==> config.mk <==
export PLATFORM = sky130hd
export DESIGN_NAME = bus_hold_ctrl
export DESIGN_NICKNAME = d
export VERILOG_FILES = /design/src/rtl/bus_hold_pkg.sv /design/src/rtl/hold_down_counter.sv /design/src/rtl/bus_hold_ctrl.sv
export SDC_FILE = /design/constraint.sdc
export NUM_CORES = 1
export LEC_CHECK = 0
export ABC_AREA = 1
export BUFFER_PORTS_ARGS = -buffer_cell sky130_fd_sc_hd__buf_2
export CAP_MARGIN = 20
export CORE_MARGIN = 8
export CORE_UTILIZATION = 54
export CTS_CLUSTER_SIZE = 30
export DETAILED_ROUTE_END_ITERATION = 10
export GPL_ROUTABILITY_DRIVEN = 1
export PLACE_DENSITY = 0.87
export SLEW_MARGIN = 25
export SYNTH_ARGS = -nofsm -noshare
export SYNTH_HDL_FRONTEND = slang
export SYNTH_SLANG_ARGS = --single-unit
==> constraint.sdc <==
create_clock -name clk -period 3 [get_ports clk]
set_input_delay 0.45 -clock clk [delete_from_list [all_inputs] [get_ports clk]]
set_output_delay 0.45 -clock clk [all_outputs]
set_load 0.005 [all_outputs]
==> src/rtl/bus_hold_pkg.sv <==
// Shared types and constants for the bus snapshot-and-hold controller.
package bus_hold_pkg;

    typedef enum logic [1:0] {
        ST_IDLE = 2'd0,
        ST_HOLD = 2'd1,
        ST_GAP  = 2'd2
    } hold_state_t;

    localparam int DEF_WIDTH  = 8;
    localparam int DEF_CNT_W  = 4;
    localparam int SNAP_CNT_W = 8;

endpackage

==> src/rtl/hold_down_counter.sv <==
// Loadable down-counter that tracks the remaining cycles of a hold.
module hold_down_counter #(
    parameter int CNT_W = 4
) (
    input  logic             clk,
    input  logic             rst,
    input  logic             load,
    input  logic [CNT_W-1:0] load_val,
    input  logic             dec,
    output logic             is_one
);

    logic [CNT_W-1:0] cnt_q;
    logic [CNT_W-1:0] cnt_d;

    always_comb begin
        cnt_d = cnt_q;
        if (load) begin
            cnt_d = load_val;
        end else if (dec && (cnt_q != '0)) begin
            cnt_d = cnt_q - CNT_W'(1);
        end
    end

    always_ff @(posedge clk or posedge rst) begin
        if (rst) begin
            cnt_q <= '0;
        end else begin
            cnt_q <= cnt_d;
        end
    end

    assign is_one = (cnt_q == CNT_W'(1));

endmodule

==> src/rtl/bus_hold_ctrl.sv <==
// Snapshot-and-hold controller driving the 2:1 bus selector.
// Optional build macro PENDING_REQ_EN queues one request arriving outside IDLE.
module bus_hold_ctrl
    import bus_hold_pkg::*;
#(
    parameter int WIDTH = DEF_WIDTH,
    parameter int CNT_W = DEF_CNT_W
) (
    input  logic                  clk,
    input  logic                  rst,
    input  logic [WIDTH-1:0]      live_data,
    input  logic                  freeze_req,
    input  logic [CNT_W-1:0]      hold_len,
    input  logic                  abort,
    output logic [WIDTH-1:0]      shadow_data,
    output logic                  sel,
    output logic                  busy,
    output logic                  done,
    output logic [SNAP_CNT_W-1:0] snap_cnt
);

    hold_state_t           state_q, state_d;
    logic [WIDTH-1:0]      shadow_q, shadow_d;
    logic [SNAP_CNT_W-1:0] snap_cnt_q, snap_cnt_d;
    logic                  sel_q, sel_d;
    logic                  busy_q, busy_d;
    logic                  done_q, done_d;

    logic                  start;
    logic                  cnt_dec;
    logic                  cnt_is_one;
    logic [CNT_W-1:0]      req_len;
    logic [CNT_W-1:0]      load_len;
    logic                  pend_active;

`ifdef PENDING_REQ_EN
    logic             pend_q, pend_d;
    logic [CNT_W-1:0] pend_len_q, pend_len_d;

    assign pend_active = pend_q;
    // A live request in IDLE carries the newest length; otherwise replay the stored one.
    assign req_len     = freeze_req ? hold_len : pend_len_q;

    always_comb begin
        pend_d     = pend_q;
        pend_len_d = pend_len_q;
        if (start) begin
            pend_d = 1'b0;
        end else if (freeze_req && (state_q != ST_IDLE)) begin
            pend_d     = 1'b1;
            pend_len_d = hold_len;
        end
    end

    always_ff @(posedge clk or posedge rst) begin
        if (rst) begin
            pend_q     <= 1'b0;
            pend_len_q <= '0;
        end else begin
            pend_q     <= pend_d;
            pend_len_q <= pend_len_d;
        end
    end
`else
    assign pend_active = 1'b0;
    assign req_len     = hold_len;
`endif

    assign start    = (state_q == ST_IDLE) && (freeze_req || pend_active) && !abort;
    assign load_len = (req_len == '0) ? CNT_W'(1) : req_len;
    assign cnt_dec  = (state_q == ST_HOLD);

    hold_down_counter #(
        .CNT_W (CNT_W)
    ) u_cnt (
        .clk      (clk),
        .rst      (rst),
        .load     (start),
        .load_val (load_len),
        .dec      (cnt_dec),
        .is_one   (cnt_is_one)
    );

    always_comb begin
        state_d    = state_q;
        shadow_d   = shadow_q;
        snap_cnt_d = snap_cnt_q;
        unique case (state_q)
            ST_IDLE: begin
                if (start) begin
                    state_d    = ST_HOLD;
                    shadow_d   = live_data;
                    snap_cnt_d = snap_cnt_q + SNAP_CNT_W'(1);
                end
            end
            ST_HOLD: begin
                if (abort || cnt_is_one) begin
                    state_d = ST_GAP;
                end
            end
            ST_GAP: begin
                state_d = ST_IDLE;
            end
            default: begin
                state_d = ST_IDLE;
            end
        endcase
        // Outputs are decoded from the next state so they register alongside it.
        sel_d  = (state_d == ST_HOLD);
        busy_d = (state_d != ST_IDLE);
        done_d = (state_d == ST_GAP);
    end

    always_ff @(posedge clk or posedge rst) begin
        if (rst) begin
            state_q    <= ST_IDLE;
            shadow_q   <= '0;
            snap_cnt_q <= '0;
            sel_q      <= 1'b0;
            busy_q     <= 1'b0;
            done_q     <= 1'b0;
        end else begin
            state_q    <= state_d;
            shadow_q   <= shadow_d;
            snap_cnt_q <= snap_cnt_d;
            sel_q      <= sel_d;
            busy_q     <= busy_d;
            done_q     <= done_d;
        end
    end

    assign shadow_data = shadow_q;
    assign sel         = sel_q;
    assign busy        = busy_q;
    assign done        = done_q;
    assign snap_cnt    = snap_cnt_q;

endmodule

# After elaboration in Yosys (flattened, before gate mapping)

Index checks and enable logic that the tools add are counted.

Add/subtract/negate cells: 2
Eq/ne operators: 4
Mux-type cells: 6
Reduce and logical (&&, ||, !) cells: 11

Operator list:

| operator              | number |
|---|---|
| $mux W4               | 3 |
| $add A8 B1 Y8 const B | 1 |
| $eq A2 B1 Y1 const B  | 2 |
| $eq A4 B1 Y1 const B  | 1 |
| $logic_not A4 Y1      | 1 |
| $mux W2               | 2 |
| $pmux W2 S2           | 1 |
| $reduce_bool A2 Y1    | 2 |
| $reduce_bool A4 Y1    | 1 |
| $sub A4 B1 Y4 const B | 1 |
| $logic_and A1 B1 Y1   | 3 |
| $eq A2 B2 Y1 const B  | 1 |
| $logic_not A2 Y1      | 1 |
| $reduce_and A2 Y1     | 1 |
| $logic_not A1 Y1      | 1 |
| $logic_or A1 B1 Y1    | 1 |

Bits in registers: 25
Input port bits: 16
Output and inout port bits: 19

# Logic depth before layout (Yosys ltp)

Gate-level depths: netlist (run 1).

Word-level depth: 6
Depth in mapped cells: 8
Gate-level depth less buffers: 8

# By module

From an unflattened synthesis (run 1), not the netlist that was laid out.

Cells, all modules: 156
Area total of the unflattened synthesis: 1253.7 um^2

By module, submodules not included:

| module            | instances | cells an instance | area an instance (um^2) |
|---|---|---|---|
| bus_hold_ctrl     | 1         | 113               | 954.7 |
| hold_down_counter | 1         | 43                | 299.0 |

# Least setup slack after synthesis (run 1)

No wires, ideal clock.

Path type: input -> register
Start: input freeze_req
End: register snap_cnt_q[7], in the netlist snap_cnt[7]
Arrival: 1.024 ns
Required time: 2.884 ns
Path slack: 1.860 ns
Stages: 7
Buffers on the path: 2
Cells stage by stage: inv_1 nor2_1 nand2_2 buf_6 buf_6 nand2_1 nand2_1

Cells in the longest elaborated chain, start to end: 3

Ends and longest elaborated chain:

| item                               | RTL line             | text |
|---|---|---|
| start, declared                    | bus_hold_ctrl.sv:12  | `input logic freeze_req,` |
| $logic_and A1 B1 Y1 (2 in series)  | bus_hold_ctrl.sv:69  | `assign start = (state_q == ST_IDLE) && (freeze_req \|\| pend_active) && !abort;` |
| $reduce_and A2 Y1 (no source line) | --                   |  |
| end signal, assigned               | bus_hold_ctrl.sv:125 | `snap_cnt_q <= snap_cnt_d;` |
| end, declared                      | bus_hold_ctrl.sv:24  | `logic [SNAP_CNT_W-1:0] snap_cnt_q, snap_cnt_d;` |

No other way between the ends.
A chain may end at the register's enable or synchronous reset.

# Worst setup path after layout (run 1)

Start: register state_q[1]
End: register u_cnt.cnt_q[3]

Cells in the longest elaborated chain, start to end: 4
Elaborated cells on any way between the ends: 7
Those cells by class: eq/ne (1); mux (1); reduce/logical (5)

Ends and longest elaborated chain:

| item                                                 | RTL line                | text |
|---|---|---|
| start, declared                                      | bus_hold_ctrl.sv:22     | `hold_state_t state_q, state_d;` |
| start signal, assigned                               | bus_hold_ctrl.sv:123    | `state_q <= state_d;` |
| $logic_not A2 Y1                                     | bus_hold_ctrl.sv:69     |  |
| $logic_and A1 B1 Y1 (2 in series)                    | bus_hold_ctrl.sv:69     |  |
| $mux W4 / $reduce_bool A2 Y1 (equally long branches) | --                      |  |
| end signal, assigned                                 | hold_down_counter.sv:29 | `cnt_q <= cnt_d;` |
| end, declared                                        | hold_down_counter.sv:13 | `logic [CNT_W-1:0] cnt_q;` |

Parallel ways exist; a longest one is shown, timed or not.

==> results of run 1 <==
## through the flow
step / util (%) / setup slack, ps / hold WS (ps) / cell area, um2 / instances
final: 65.6 / 1550 / 54.1 / 1410 / 212
after global routing: 65.6 / 1430 / 57.7 / 1410 / 212
after CTS: 64.9 / 1550 / 311 / 1390 / 211
after detailed placement: 63.7 / 1390 / 469 / 1370 / 207
after global placement: 63.7 / 1460 / 462 / 1370 / 207
after floorplan: - / 1860 / 470 / 1190 / 148
## power groups by stage
stage          sequential, mW  combinational (mW)  clock (mW)
2_1_floorplan           0.552               0.278           0
3_3_place_gp            0.552               0.418           0
4_1_cts                 0.554               0.438       0.152
3_5_place_dp            0.557               0.439           0
6_report                0.555               0.436       0.144
5_1_grt                 0.571               0.505       0.165
## synthesized netlist by cell type
| library cell | count |
|---|---|
| sky130_fd_sc_hd__nand2_2 | 2 |
| sky130_fd_sc_hd__nand4_1 | 2 |
| sky130_fd_sc_hd__xnor2_1 | 1 |
| sky130_fd_sc_hd__xor2_1 | 3 |
| sky130_fd_sc_hd__nand3_1 | 8 |
| sky130_fd_sc_hd__o21ai_0 | 3 |
| sky130_fd_sc_hd__ha_1 | 3 |
| sky130_fd_sc_hd__buf_6 | 2 |
| sky130_fd_sc_hd__nand2_1 | 66 |
| sky130_fd_sc_hd__dfrtp_1 | 25 |
| sky130_fd_sc_hd__buf_4 | 1 |
| sky130_fd_sc_hd__nor2_1 | 11 |
| sky130_fd_sc_hd__inv_2 | 2 |
| sky130_fd_sc_hd__a21o_1 | 1 |
| sky130_fd_sc_hd__nor3_1 | 1 |
| sky130_fd_sc_hd__nand3b_1 | 3 |
| sky130_fd_sc_hd__inv_1 | 14 |
## worst paths after layout
| check | endpoint | slack [ps] | start |
|---|---|---|---|
| worst min-delay path | busy$_DFF_PP0_ | 50 | rst |
| worst max-delay path | u_cnt.cnt_q[3]$_DFFE_PP0P_ | 1550 | state_q[1]$_DFF_PP0_ |
| min in group clk | shadow_data[6]$_DFFE_PP0P_ | 320 | live_data[6] |
| max in group asynchronous | snap_cnt[0]$_DFFE_PP0P_ | 2540 | rst |
| worst min register to register | shadow_data[1]$_DFFE_PP0P_ | 500 | shadow_data[1]$_DFFE_PP0P_ |
| worst max register to register | u_cnt.cnt_q[3]$_DFFE_PP0P_ | 1550 | state_q[1]$_DFF_PP0_ |
## critical path, stage by stage (launching register included)
cell	delay, ps
sky130_fd_sc_hd__dfrtp_1	420
sky130_fd_sc_hd__nor2_1	140
sky130_fd_sc_hd__nand2_2	270
sky130_fd_sc_hd__inv_2	310
sky130_fd_sc_hd__nand2_1	80
sky130_fd_sc_hd__nand3_1	80
sky130_fd_sc_hd__nand2_1	50
## per-layer routing
layer	up-vias	wire, um	global-route usage (%)
met2	35	1250	23.4
met1	485	1130	15.4
met5	-	0	0
met3	4	187	5.20
met4	0	35	3.99
li1	523	-	-
## state kept, by name (all words and copies together), names as in the netlist
signal,flops
busy,1
u_cnt.cnt_q,4
done,1
state_q,2
snap_cnt,8
sel,1
shadow_data,8
## cell families after synthesis
kind of cell | count (synthesis)
adder cells (fa/ha/maj) | 3
AND/OR/NAND/NOR | 93
buffers and inverters | 19
AO/OA/AOI/OAI | 4
XOR/XNOR | 4
flip-flops | 25
## area by class of cell
type	instances	area (um2)	area share (%)
Sequential cell	25	626	44.4
Tap cell	28	35.0	2.49
Inverter	16	60.1	4.26
Multi-Input combinational cell	104	477	33.8
Clock buffer	4	26.3	1.87
Timing Repair Buffer	35	185	13.1
==> results.json, run 1 <==
{
  "design.core.area_um2": 2150,
  "wl_um": 2600,
  "status": "finished, final reports clean",
  "synthesized_area_fraction_occupied_by_ao_oa_aoi_and_oai_cells_pct": 1.89,
  "leakage_nw": 0.847,
  "period_minus_slack_ps": 1450,
  "postRouteAntennaNets": 0,
  "clock_tree.root_cell": "sky130_fd_sc_hd__clkbuf_4",
  "final_period_utilization_pct": 48.4,
  "firstDrtPassIters": 4,
  "fp.dieArea_um2": 3970,
  "most-common-layout-cells": "sky130_fd_sc_hd__nand2_1, sky130_fd_sc_hd__buf_2, sky130_fd_sc_hd__dfrtp_1",
  "drc": 0,
  "setup-violations-final": 0,
  "synth_seq_area_share_pct": 52.5,
  "antenna_cells": 0,
  "avgRoutedWirePerCell_um": 12.3,
  "layout-area-overhead-vs-synth_pct": 18.2,
  "die_height_um": 63.0,
  "post_synth_instance_area_um2": 1190,
  "place.detailed.hpwl_um": 1980,
  "die_w_um": 63.0,
  "timing.critical_path.from_type": "flip-flop",
  "clk_pin_slew_worst_paths_ps": 130,
  "tightest_slew_ps": 421,
  "clock_skew_ps": 4.98,
  "p_switching_mw": 0.439,
  "ctsResizeCount": 0,
  "drt-vias-per-instance": 4.94,
  "worst-setup-path-type": "reg -> reg",
  "tritoncts": "yes",
  "relative_contribution_of_combinational_cells_to_total_power_pct": 38.4,
  "global_route_wire_length_before_repair_um": 4580,
  "internal_power_mw": 0.696,
  "synthTopCellsByArea": "sky130_fd_sc_hd__dfrtp_1, sky130_fd_sc_hd__nand2_1, sky130_fd_sc_hd__inv_1",
  "gpl.final_weighted_congestion": 0.805,
  "max_freq_mhz": 688,
  "globalRouteTotalUtil_pct": 13.7,
  "design.portCount": 35,
  "gr-total-overflow": 0,
  "largest_family_of_logic_cells_by_synthesized_area": "simple AND/OR/NAND/NOR gates",
  "cp_max_fo": 23,
  "placement_rows": 17,
  "seq_power_share_pct": 48.9,
  "drive_gt1_share_pct": 22.8,
  "grt_max_degree": 26,
  "synth_cell_type_count": 17,
  "hold_fails_final_rpt": 0,
  "ys_warn_count": 0,
  "finalMaxSlewViolations": 0,
  "setup-tns-final_ps": 0,
  "worst_setup_path_end_kind": "flip-flop",
  "max-cap-violations": 0,
  "vdd_ir_max_uv": 493,
  "total_power_mw": 1.14,
  "max_slew_headroom_at_the_worst_pin_pct": 71.7,
  "netlist.area_leader.share_pct": 52.5,
  "cts.hold.buffers_added": 0,
  "synth_area_leader_cell": "sky130_fd_sc_hd__dfrtp_1",
  "sw_frac_of_total_pct": 38.7,
  "tritoncts.num_buffers": 3,
  "required_time_of_the_worst_setup_path_ps": 3220,
  "cts_max_level": 1,
  "xor_xnor_share_of_the_synthesized_area_pct": 2.94,
  "synth_simple_gate_area_share_pct": 32.0,
  "synth_adder_area_share_pct": 3.15,
  "cts.path.max_buffers": 2,
  "mean_cell_area_of_the_mapped_netlist_um2": 8.06,
  "layout_commonest_cell": "sky130_fd_sc_hd__nand2_1",
  "layout.nets": 204,
  "pwr_density_cell_nw_per_um2": 806,
  "cts.repair_timing.setup_buffer_count": 0,
  "muxShareOfSynthArea_pct": 0,
  "critical_path_arrival_ps": 1670,
  "synth_fp_nets": 167,
  "grt_pass1_vias": 1072,
  "portBuffers": 34,
  "cts_num_sinks": 25,
  "pwr-share-clk_pct": 12.7,
  "syn_inst": 148,
  "filler_cell_count": 176,
  "synth_seq_cells": 25,
  "detailedRoute.firstIterationViolations": 32,
  "number_of_antenna_violations_at_the_first_check_in_global_routing": 0,
  "worstRegToRegCells": 6,
  "worstHoldPathType": "in -> async",
  "grt_setup_unrepaired": "no",
  "start_util_pct": 55.5,
  "vias": 1047,
  "clock_latency_ps": 310
}
Power figures use the tool's default switching activity.
==> run 2: changes to the inputs <==
- ABC_AREA: 1 -> 0
- CORE_UTILIZATION: 54 -> 49
- PLACE_DENSITY: 0.87 -> 0.81
- clock period: 3 -> 1.4 ns (I/O delays scaled with it)
==> results.json, run 2 <==
{
  "synth_cell_type_count": 23,
  "die_height_um": 63.4,
  "place.detailed.hpwl_um": 1930,
  "clock_tree.root_cell": "sky130_fd_sc_hd__clkbuf_4",
  "async_reset_ff_share_pct": 100,
  "post_synth_instance_area_um2": 1100,
  "relative_contribution_of_combinational_cells_to_total_power_pct": 37.0,
  "drive_gt1_share_pct": 36.9,
  "number_of_antenna_violations_at_the_first_check_in_global_routing": 0,
  "setup-tns-final_ps": -610,
  "layout.core_utilization_pct": 67.4,
  "postRouteAntennaNets": 0,
  "syn_inst": 111,
  "portBuffers": 34,
  "multi_input_area_um2": 468,
  "critical_path_arrival_ps": 1680,
  "tritoncts.num_buffers": 3,
  "pwr_density_cell_nw_per_um2": 1600,
  "grt.busiest_layer": "met2",
  "design.core.area_um2": 2170,
  "filler_cell_count": 178,
  "die_w_um": 63.4,
  "max-cap-violations": 0,
  "clock_latency_ps": 310,
  "gr-total-overflow": 0,
  "worstHoldPathType": "in -> reg",
  "clock_skew_ps": 2.27,
  "global_route.usage.met2_pct": 21.2,
  "design.portCount": 35,
  "final_period_utilization_pct": 105,
  "yosys.cell_count.top_type": "sky130_fd_sc_hd__nand2_1",
  "max_freq_mhz": 678,
  "period_minus_slack_ps": 1470,
  "global_route_wire_length_before_repair_um": 4450,
  "seq_area_um2": 626,
  "hold_fails_final_rpt": 0,
  "grt_pass1_vias": 992,
  "tightest_slew_ps": 309,
  "synth_seq_cells": 25,
  "most-common-layout-cells": "sky130_fd_sc_hd__buf_2, sky130_fd_sc_hd__nand2_1, sky130_fd_sc_hd__dfrtp_1",
  "seq_power_share_pct": 49.4,
  "ys_warn_count": 0,
  "pwr-share-clk_pct": 13.6,
  "clk_pin_slew_worst_paths_ps": 130,
  "mean_cell_area_of_the_mapped_netlist_um2": 9.90,
  "synth_seq_area_share_pct": 56.9,
  "total_power_mw": 2.34,
  "gpl.final_weighted_congestion": 0.813,
  "grt_util_met1_pct": 15.9,
  "required_time_of_the_worst_setup_path_ps": 1600,
  "cts_num_sinks": 25,
  "vias": 965,
  "internal_power_mw": 1.50,
  "worst_setup_path_end_kind": "flip-flop",
  "synth_common_cells": "sky130_fd_sc_hd__nand2_1, sky130_fd_sc_hd__dfrtp_1, sky130_fd_sc_hd__nor2_1",
  "vdd_ir_max_uv": 936,
  "layout-area-overhead-vs-synth_pct": 33.1,
  "grt_max_degree": 26,
  "synth_fp_nets": 130,
  "layout_commonest_cell": "sky130_fd_sc_hd__buf_2",
  "drc": 0,
  "worst-setup-path-type": "reg -> reg",
  "setup-violations-final": 18,
  "tritoncts": "yes",
  "sw_frac_of_total_pct": 35.8,
  "synth_enable_flop_cells": 0,
  "leakage_nw": 0.801,
  "postSynth.topFlopCell": "sky130_fd_sc_hd__dfrtp_1",
  "max_slew_headroom_at_the_worst_pin_pct": 79.4,
  "globalRouteTotalUtil_pct": 13.5,
  "cp_max_fo": 16,
  "synthTopCellsByArea": "sky130_fd_sc_hd__dfrtp_1, sky130_fd_sc_hd__nand2_1, sky130_fd_sc_hd__ha_1",
  "finalMaxSlewViolations": 0,
  "start_util_pct": 50.6,
  "antenna_cells": 0,
  "final_critical_path_setup_slack_ps": -74.2,
  "drt-vias-per-instance": 5.13,
  "cts_max_level": 1,
  "netlist.area_leader.share_pct": 56.9,
  "wl_um": 2670,
  "failed_checks": "setup timing",
  "groute.layer.met3.usage_pct": 4.77,
  "synth_area_leader_cell": "sky130_fd_sc_hd__dfrtp_1",
  "layout.nets": 180,
  "firstDrtPassIters": 4,
  "placement_rows": 17,
  "grt_setup_unrepaired": "yes",
  "p_switching_mw": 0.840,
  "fp.dieArea_um2": 4010,
  "timing.critical_path.from_type": "flip-flop",
  "cts.path.max_buffers": 2,
  "avgRoutedWirePerCell_um": 14.2,
  "detailedRoute.firstIterationViolations": 18,
  "place_ws_ps": -78.2,
  "status": "complete, but fails checks"
}
==> run 2: repair_timing <==
item | CTS | global route
endpoints found under the hold margin | 25 | 0
endpoints found under the setup margin | 15 | 22
buffers inserted | 2 | 1
gates resized for setup | 6 | 1
pin swaps | 3 | 0
hold buffers | 1 | 0
==> run 2: worst max-delay path: stages (launching register included) <==
cell and delay, ps:
sky130_fd_sc_hd__dfrtp_1 430, sky130_fd_sc_hd__or4b_4 600, sky130_fd_sc_hd__buf_6 190, sky130_fd_sc_hd__nor2_1 100
sky130_fd_sc_hd__a31oi_1 50
==> run 2: cells by family (layout without fill, tap and decap cells) <==
logic type               Yosys count  after routing  synth area share [%]
AO/OA/AOI/OAI                     11             11                  5.92
XOR/XNOR                           7              7                  5.58
adder cells (fa/ha/maj)            3              3                  3.42
buffers and inverters              9             58                  3.76
flip-flops                        25             25                  56.9
AND/OR/NAND/NOR                   56             56                  24.4
==> run 2: metal layers <==
layer / up-vias / part of all wire [%]
li1: 464 / -
met5: - / 0
met4: 0 / 2.1
met3: 10 / 6.8
met1: 454 / 44
met2: 37 / 47
==> run 2: layout make-up <==
type / instances / share of cell area, %
sequential: 25 / 42.8
multi-input combinational: 77 / 32.0
timing repair buffer: 49 / 19.8
tap: 28 / 2.40
clock buffer: 4 / 1.80
inverter: 5 / 1.28
==> run 2: stage by stage <==
stage | hold slack [ps] | instance area (um2) | std cells
global route | 75.5 | 1460 | 188
global placement | 267 | 1370 | 180
finish | 81.0 | 1460 | 188
detailed placement | 298 | 1370 | 180
floorplan | 237 | 1100 | 111
CTS | 79.5 | 1450 | 187
==> run 2: power by group through the flow <==
| stage | logic (mW) | clock network [mW] | registers, mW |
|---|---|---|---|
| final | 0.866 | 0.319 | 1.16 |
| after global placement | 0.734 | 0 | 1.14 |
| after floorplan | 0.390 | 0 | 1.15 |
| after detailed placement | 0.783 | 0 | 1.15 |
| after CTS | 0.835 | 0.316 | 1.14 |
| after global routing | 0.977 | 0.351 | 1.18 |
==> run 2: worst paths after layout <==
kind / startpoint / to / slack (ps) / depth (start not counted)
worst max-delay path: state_q[0]$_DFF_PP0_ / u_cnt.cnt_q[3]$_DFFE_PP0P_ / -70 / 4
min in group asynchronous: rst / shadow_data[6]$_DFFE_PP0P_ / 480 / 4
worst min-delay path: live_data[1] / shadow_data[1]$_DFFE_PP0P_ / 80 / 3
worst min register to register: snap_cnt[7]$_DFFE_PP0P_ / snap_cnt[7]$_DFFE_PP0P_ / 460 / 1
max in group asynchronous: rst / sel$_DFF_PP0_ / 690 / 4
worst max register to register: state_q[0]$_DFF_PP0_ / u_cnt.cnt_q[3]$_DFFE_PP0P_ / -70 / 4
==> run 3: changes to the inputs <==
- CORE_ASPECT_RATIO: unset -> 0.6
==> results.json, run 3 (synthesized netlist as in run 2, its figures left out) <==
{
  "fp.dieArea_um2": 4060,
  "grt_max_degree": 26,
  "detailedRoute.firstIterationViolations": 71,
  "clock_skew_ps": 2.69,
  "design.portCount": 35,
  "finalMaxSlewViolations": 0,
  "die_w_um": 77.1,
  "p_switching_mw": 0.852,
  "setup-violations-final": 8,
  "seq_power_share_pct": 47.0,
  "pwr-share-clk_pct": 17.0,
  "place_ws_ps": -76.8,
  "fin_area_um2": 1480,
  "worst-setup-path-type": "reg -> reg",
  "tightest_slew_ps": 330,
  "total_power_mw": 2.45,
  "relative_contribution_of_combinational_cells_to_total_power_pct": 36.0,
  "layout-area-overhead-vs-synth_pct": 34.7,
  "tritoncts.num_buffers": 3,
  "design.core.area_um2": 2150,
  "final_period_utilization_pct": 104,
  "cts_num_sinks": 25,
  "number_of_antenna_violations_at_the_first_check_in_global_routing": 0,
  "clk_pin_slew_worst_paths_ps": 80,
  "worst_setup_path_end_kind": "flip-flop",
  "internal_power_mw": 1.60,
  "required_time_of_the_worst_setup_path_ps": 1590,
  "portBuffers": 34,
  "drive_gt1_share_pct": 36.1,
  "max-cap-violations": 0,
  "drc": 0,
  "leakage_nw": 0.800,
  "avgRoutedWirePerCell_um": 14.8,
  "antenna_cells": 0,
  "vias": 975,
  "setup-tns-final_ps": -295,
  "placement_rows": 13,
  "final_critical_path_setup_slack_ps": -58.7,
  "gpl.final_weighted_congestion": 0.806,
  "sw_frac_of_total_pct": 34.8,
  "drt-vias-per-instance": 5.19,
  "hold_fails_final_rpt": 0,
  "clock_latency_ps": 260,
  "failed_checks": "setup timing",
  "critical_path_arrival_ps": 1650,
  "place.detailed.hpwl_um": 1960,
  "wl_um": 2790,
  "cp_max_fo": 3,
  "layout.core_utilization_pct": 68.9,
  "worstHoldPathType": "in -> reg",
  "clock_tree.root_cell": "sky130_fd_sc_hd__clkbuf_8",
  "timing.critical_path.from_type": "flip-flop",
  "most-common-layout-cells": "sky130_fd_sc_hd__buf_2, sky130_fd_sc_hd__nand2_1, sky130_fd_sc_hd__dfrtp_1",
  "globalRouteTotalUtil_pct": 13.3,
  "status": "complete, but fails checks",
  "start_util_pct": 51.2,
  "period_minus_slack_ps": 1460,
  "die_height_um": 52.7,
  "pwr_density_cell_nw_per_um2": 1660,
  "filler_cell_count": 175,
  "max_slew_headroom_at_the_worst_pin_pct": 77.9,
  "cts_max_level": 1,
  "dpl-instance-area_um2": 1360,
  "grt_setup_unrepaired": "yes",
  "cts.path.max_buffers": 2,
  "layout.nets": 178,
  "global_route_wire_length_before_repair_um": 4250,
  "grt_pass1_vias": 955,
  "gr-total-overflow": 0,
  "postRouteAntennaNets": 0,
  "layout_commonest_cell": "sky130_fd_sc_hd__buf_2",
  "tritoncts": "yes",
  "max_freq_mhz": 686,
  "firstDrtPassIters": 4,
  "vdd_ir_max_uv": 923
}
run 3: final timing paths:
path	start	end	slack [ps]	depth (start not counted)
min in group asynchronous	rst	shadow_data[7]$_DFFE_PP0P_	530	4
hold / removal	live_data[0]	shadow_data[0]$_DFFE_PP0P_	130	3
setup reg to reg	u_cnt.cnt_q[1]$_DFFE_PP0P_	u_cnt.cnt_q[3]$_DFFE_PP0P_	-60	3
setup / recovery	u_cnt.cnt_q[1]$_DFFE_PP0P_	u_cnt.cnt_q[3]$_DFFE_PP0P_	-60	3
hold reg to reg	shadow_data[0]$_DFFE_PP0P_	shadow_data[0]$_DFFE_PP0P_	470	2
max in group asynchronous	rst	snap_cnt[4]$_DFFE_PP0P_	630	4
run 3: per-stage QoR:
step | instances | hold slack, ps
global route | 188 | 132
CTS | 186 | 124
finish | 188 | 129
detailed placement | 180 | 284
floorplan | 111 | 237
global placement | 180 | 266
run 3: final cells by class:
cell class / instances / area, um2 / share of cell area (%)
sequential: 25 / 626 / 42.3
multi-input combinational: 77 / 475 / 32.1
timing repair buffer: 47 / 278 / 18.8
clock buffer: 4 / 45.0 / 3.04
tap: 30 / 37.5 / 2.54
inverter: 5 / 18.8 / 1.27
run 3: power groups by stage:
stage,clock network (mW),registers (mW),logic (mW)
floorplan,0,1.15,0.390
global placement,0,1.14,0.740
detailed placement,0,1.15,0.780
CTS,0.434,1.14,0.822
global route,0.473,1.18,0.981
finish,0.416,1.15,0.883
run 3: critical path: stages (launching register included):
cell and delay, ps:
sky130_fd_sc_hd__dfrtp_1 400, sky130_fd_sc_hd__or3_1 400, sky130_fd_sc_hd__or4_1 420, sky130_fd_sc_hd__a31oi_1 170
run 3: per-layer routing:
layer | global-route usage (%) | up-vias | wire (um) | share of wire [%]
li1 | - | 460 | - | -
met1 | 14.9 | 474 | 1220 | 44
met2 | 23.1 | 39 | 1320 | 48
met3 | 6.85 | 2 | 229 | 8.2
met4 | 1.86 | 0 | 8 | 0.29
met5 | 0 | - | 0 | 0
run 3: timing repair:
item                                    in CTS  in global routing
hold buffers                                 1                  0
gates resized for setup                      5                  4
endpoints found under the setup margin      16                 18
pin swaps                                    0                  2
endpoints found under the hold margin       25                  0
setup buffers                                1                  2
